<file path="src/rtl/seq_det_pkg.sv">
`default_nettype none
// ============================================================================
//  Module   : seq_det_pkg
//  Brief    : Shared constants and fill-state encoding for the serial
//             pattern detector.
//  Revision : 1.0 - initial release
// ============================================================================
package seq_det_pkg;

  // Default geometry of the detector
  localparam int                       c_DEF_PAT_W     = 3;
  localparam int                       c_DEF_CNT_W     = 8;
  localparam logic [c_DEF_PAT_W-1:0]   c_DEF_RESET_PAT = 3'b101;

  // The fill counter doubles as the state: FILL until PAT_W bits are held
  typedef enum logic [0:0] {
    ST_FILL  = 1'b0,
    ST_ARMED = 1'b1
  } fill_state_e;

endpackage
`default_nettype wire

</file>
<file path="src/rtl/seq_shift_match.sv">
`default_nettype none
// ============================================================================
//  Module   : seq_shift_match
//  Brief    : History shift register, saturating fill counter (the FSM) and
//             window comparator for the serial pattern detector.
//  Revision : 1.0 - initial release
// ============================================================================
module seq_shift_match
  import seq_det_pkg::*;
#(
  parameter int PAT_W = c_DEF_PAT_W
) (
  input  logic             clk,
  input  logic             rst_n,
  input  logic             i_valid,    // x qualifies this cycle
  input  logic             i_x,        // serial bit
  input  logic             i_load,     // pattern load: restart fill, drop x
  input  logic             i_restart,  // non-overlap match: restart fill
  input  logic [PAT_W-1:0] i_pattern,
  output logic             o_match,    // combinational match this cycle
  output logic             o_armed     // registered fill==PAT_W
);

  localparam int                  c_FILL_W = $clog2(PAT_W + 1);
  localparam logic [c_FILL_W-1:0] c_FULL   = c_FILL_W'(PAT_W);
  localparam logic [c_FILL_W-1:0] c_NEAR   = c_FILL_W'(PAT_W - 1);

  logic [PAT_W-1:0]    r_hist;
  logic [PAT_W-1:0]    w_hist_nxt;
  logic [PAT_W-1:0]    w_window;
  logic [c_FILL_W-1:0] r_fill;
  logic [c_FILL_W-1:0] w_fill_nxt;
  logic                r_armed;
  logic                w_armed_nxt;
  fill_state_e         w_state_nxt;
  logic                w_unused_hist_msb;

  // Window as it would look with the current bit shifted in
  assign w_window = {r_hist[PAT_W-2:0], i_x};

  // The oldest history bit falls out of every window; kept for visibility only
  assign w_unused_hist_msb = r_hist[PAT_W-1];

  // A load cycle discards x, so no match can be evaluated in it
  assign o_match = i_valid && !i_load && (w_window == i_pattern) && (r_fill >= c_NEAR);

  // State register: history, fill counter and armed flag
  always_ff @(posedge clk) begin
    if (!rst_n) begin
      r_hist  <= '0;
      r_fill  <= '0;
      r_armed <= 1'b0;
    end else begin
      r_hist  <= w_hist_nxt;
      r_fill  <= w_fill_nxt;
      r_armed <= w_armed_nxt;
    end
  end

  // Next-state: load beats valid; a restart clears fill but history still shifts
  always_comb begin
    w_hist_nxt = r_hist;
    w_fill_nxt = r_fill;
    if (i_load) begin
      w_fill_nxt = '0;
    end else if (i_valid) begin
      w_hist_nxt = w_window;
      if (i_restart) begin
        w_fill_nxt = '0;
      end else if (r_fill != c_FULL) begin
        w_fill_nxt = r_fill + c_FILL_W'(1);
      end
    end
  end

  // Output decode: armed follows the state the fill counter is entering
  always_comb begin
    w_state_nxt = (w_fill_nxt == c_FULL) ? ST_ARMED : ST_FILL;
    w_armed_nxt = (w_state_nxt == ST_ARMED);
  end

  assign o_armed = r_armed;

endmodule
`default_nettype wire

</file>
<file path="src/rtl/seq_pattern_detector.sv">
`default_nettype none
// ============================================================================
//  Module   : seq_pattern_detector
//  Brief    : Serial bit-pattern detector with loadable pattern, optional
//             overlapping matches, registered match pulse and saturating
//             match counter.
//  Revision : 1.0 - initial release
// ============================================================================
module seq_pattern_detector
  import seq_det_pkg::*;
#(
  parameter int               PAT_W     = c_DEF_PAT_W,
  parameter int               CNT_W     = c_DEF_CNT_W,
  parameter logic [PAT_W-1:0] RESET_PAT = PAT_W'(c_DEF_RESET_PAT)
) (
  input  logic             clk,
  input  logic             rst_n,
  input  logic             x,
  input  logic             x_valid,
  input  logic             overlap,
  input  logic             pat_load,
  input  logic [PAT_W-1:0] pat_in,
  output logic             z,
  output logic [CNT_W-1:0] match_cnt,
  output logic             armed
);

  localparam logic [CNT_W-1:0] c_CNT_MAX = '1;

  logic [PAT_W-1:0] r_pattern;
  logic             r_z;
  logic [CNT_W-1:0] r_cnt;
  logic             w_match;
  logic             w_restart;

  // overlap only matters in the cycle that actually matches
  assign w_restart = w_match & ~overlap;

  seq_shift_match #(
    .PAT_W (PAT_W)
  ) u_shift_match (
    .clk       (clk),
    .rst_n     (rst_n),
    .i_valid   (x_valid),
    .i_x       (x),
    .i_load    (pat_load),
    .i_restart (w_restart),
    .i_pattern (r_pattern),
    .o_match   (w_match),
    .o_armed   (armed)
  );

  // Pattern register: reloaded by the strobe, reset to the build-time pattern
  always_ff @(posedge clk) begin
    if (!rst_n) begin
      r_pattern <= RESET_PAT;
    end else if (pat_load) begin
      r_pattern <= pat_in;
    end
  end

  // Match pulse and saturating counter update on the same edge
  always_ff @(posedge clk) begin
    if (!rst_n) begin
      r_z   <= 1'b0;
      r_cnt <= '0;
    end else begin
      r_z <= w_match;
      if (w_match && (r_cnt != c_CNT_MAX)) begin
        r_cnt <= r_cnt + CNT_W'(1);
      end
    end
  end

  assign z         = r_z;
  assign match_cnt = r_cnt;

endmodule
`default_nettype wire

</file>
<file path="config.mk">
export PLATFORM = sky130hd
export DESIGN_NAME = seq_pattern_detector
export DESIGN_NICKNAME = d
export VERILOG_FILES = /design/src/rtl/seq_det_pkg.sv /design/src/rtl/seq_shift_match.sv /design/src/rtl/seq_pattern_detector.sv
export SDC_FILE = /design/constraint.sdc
export NUM_CORES = 1
export LEC_CHECK = 0
export ABC_AREA = 1
export CAP_MARGIN = 5
export CORE_UTILIZATION = 45
export CTS_CLUSTER_DIAMETER = 150
export DETAILED_ROUTE_END_ITERATION = 10
export PLACE_DENSITY = 0.8
export SLEW_MARGIN = 25
export SYNTH_ARGS = -nofsm -noshare
export SYNTH_HDL_FRONTEND = slang
export SYNTH_SLANG_ARGS = --single-unit
export TNS_END_PERCENT = 50
</file>
<file path="constraint.sdc">
create_clock -name clk -period 1.8 [get_ports clk]
set_input_delay 0.36 -clock clk [delete_from_list [all_inputs] [get_ports clk]]
set_output_delay 0.36 -clock clk [all_outputs]
set_load 0.01 [all_outputs]
</file>
==> results.ini <==
[run_status]
status = finished, final reports clean

[clock_tree]
path_clk_slew_ps = 90
cts.path.max_buffers = 2
clock-sinks = 17
ctsHoldBuffers = 0
cts-root-buf = clkbuf_4
cts_tree = done
htree_levels = 1
cts_resized = 0
insertion_delay_ps = 290
post_cts_buffers = 0
numCtsBuffers = 3

[worst_setup_path]
worst-path-stages = 1
criticalPathCategory = flip-flop to output pin
cp_top_family = buffers and inverters
r2r_slack_ps = 460
worstSetupEndpoint = match_cnt[6]
cp.required_ps = 1440
r2r_cells = 7
end_kind = output pin
cp_cell_sequence = clkdlybuf4s50_1
cp_max_fo = 6
setup.worst_path.start = match_cnt[6]
cp_data_arrival_time_ps = 1290
max_stage_delay_ps = 570
critPathBufInv = 1
reg2reg_to = match_cnt[2]
critPathLaunchType = flip-flop
r2r-start = match_cnt[0]
cp_slowest_cell = clkdlybuf4s50_1

[finish]
drive_gt1_frac = 0.1111
layout_common_cells = nand2_1 (41), clkdlybuf4s50_1 (18), dfxtp_1 (17), inv_1 (15), a21oi_1 (15)
n_fill_cell = 172
fin_nets = 155
n_antenna_cell = 0
multi_input_area_um2 = 445.4
synthToLayoutAreaGrowth_pct = 28.05
layout_commonest_cell = nand2_1
instances_no_fill = 169
regArea_um2 = 340.3

[global_route]
grt_pass1_vias = 736
grt_overflow = 0
antenna_found_initial = 0
grt_max_degree = 12
grt_pass1_wl_um = 2898
track_usage = 0.1957

[pwr]
ir_worst_vdd_uv = 521.7
power_density_nw_per_um2 = 598.9
leakage_nw = 0.4781

[timing]
setup_viol = 0
hold_viol = 0
fin_crit_sh = 0.9151
post-route-min-period_ps = 1647
relSlewSlack = 0.7718
rsz0062_at_grt = no
drv_slew = 0
clock_skew_ps = 2.684
fin_setup_tns_ps = 0
max_freq_ghz = 0.6071
worstMarginPinSlew_ps = 342.0

[floorplan]
rows = 15
ioPinCount = 19
start_util = 0.4879
core_area_um2 = 1764
dieWidth_um = 45.74
fp.dieH_um = 45.74
dieArea_um2 = 2092

[logic_synthesis]
ys_ff_latch = 17
syn_area_um2 = 860.8
synth_top_area_cell = dfxtp_1
synth-async-reset-ratio = 0
synth_fp_nets = 132
yosys_warnings = 0
synthTopCellsByArea = dfxtp_1 (40%), nand2_1 (18%), a21oi_1 (8.7%)
yosysTopAreaCellShare = 0.3953
netlist_instances = 122
synth.distinct_cells = 18
synth_enable_flop_cells = 0
synth_seq_area_share = 0.3953
avgSynthCellArea_um2 = 7.056
synth_ff_type = dfxtp_1

[drt]
first_iter_violations = 18
postRouteAntennaNets = 0
drc = 0
wl_um = 1716
num_vias = 804
vias_per_cell = 4.757
wl_per_cell_um = 10.15
first_pass_iters = 4

[min_path]
hold_path_class = flip-flop to flip-flop
worstHoldStart = r_pattern[1]

[place]
post-place-cells = 165
portBuffers = 18
place.detailed.hpwl_um = 1310
gp_congestion = 0.8050

[flow_run]
drv_cap = 0

## sequential cells by signal (all words and copies together), names as in the netlist
register and cells:
match_cnt 8, u_shift_match.r_hist 2, r_pattern 3, u_shift_match.o_armed 1, z 1, u_shift_match.r_fill 2
## cell type report
| class | count | share of cell area |
|---|---|---|
| Clock buffer | 4 | 0.02384 |
| Timing Repair Buffer | 19 | 0.1703 |
| Multi-Input combinational cell | 85 | 0.4041 |
| Tap cell | 25 | 0.02838 |
| Inverter | 19 | 0.06470 |
| Sequential cell | 17 | 0.3087 |
## layer usage
metal / global-route usage / wire [um]
met1: 0.2343 / 764
met2: 0.3257 / 856
met3: 0.03571 / 58
met4: 0.1118 / 37
met5: 0 / 0
## synthesized netlist by cell type, types with 2 or more instances
| cell type | number |
|---|---|
| nor2_4 | 2 |
| nand3b_1 | 3 |
| xor2_1 | 2 |
| nand2_1 | 41 |
| inv_2 | 4 |
| o21ai_0 | 5 |
| inv_1 | 15 |
| dfxtp_1 | 17 |
| nand3_2 | 3 |
| nor2_1 | 7 |
| a21oi_1 | 15 |
| xnor2_1 | 2 |
## metrics by stage
step                utilization  total power, W  instance area [um2]  hold WS, ps  worst slack [ps]
CTS                      0.6248       0.0006707                 1102        493.8             153.8
floorplan                     -       0.0004363                860.8        447.4             571.3
global placement         0.6099       0.0004640                 1076        463.9             151.7
finish                   0.6248       0.0006601                 1102        493.3             152.8
detailed placement       0.6099       0.0004673                 1076        478.4             109.1
global route             0.6248       0.0007011                 1102        508.8             76.63
## how the worst min path moves through the flow
stage / to / depth (start not counted) / slack, ps
finish: r_pattern[1] / 2 / 490
detailed placement: r_pattern[1] / 2 / 480
global route: r_pattern[1] / 2 / 510
CTS: r_pattern[1] / 2 / 490
floorplan: r_pattern[1] / 2 / 450
global placement: r_pattern[0] / 2 / 460
## power breakdown
| group | total, W | internal (W) | switching [W] | leakage [nW] |
|---|---|---|---|---|
| combinational | 0.0000689 | 0.0000316 | 0.0000374 | 0.325 |
| sequential | 0.000390 | 0.000385 | 0.00000491 | 0.138 |
| clock | 0.000201 | 0.0000862 | 0.000115 | 0.0150 |
## kinds of logic (layout without fill, tap and decap cells)
group,Yosys count,count (layout),synth area share
AO/OA/AOI/OAI,20,20,0.1163
XOR/XNOR,4,4,0.04071
adder cells (fa/ha/maj),1,1,0.01453
buffers and inverters,20,42,0.08720
flip-flops,17,17,0.3954
AND/OR/NAND/NOR,60,60,0.3459
No activity file was read; power rests on OpenSTA's default activity.
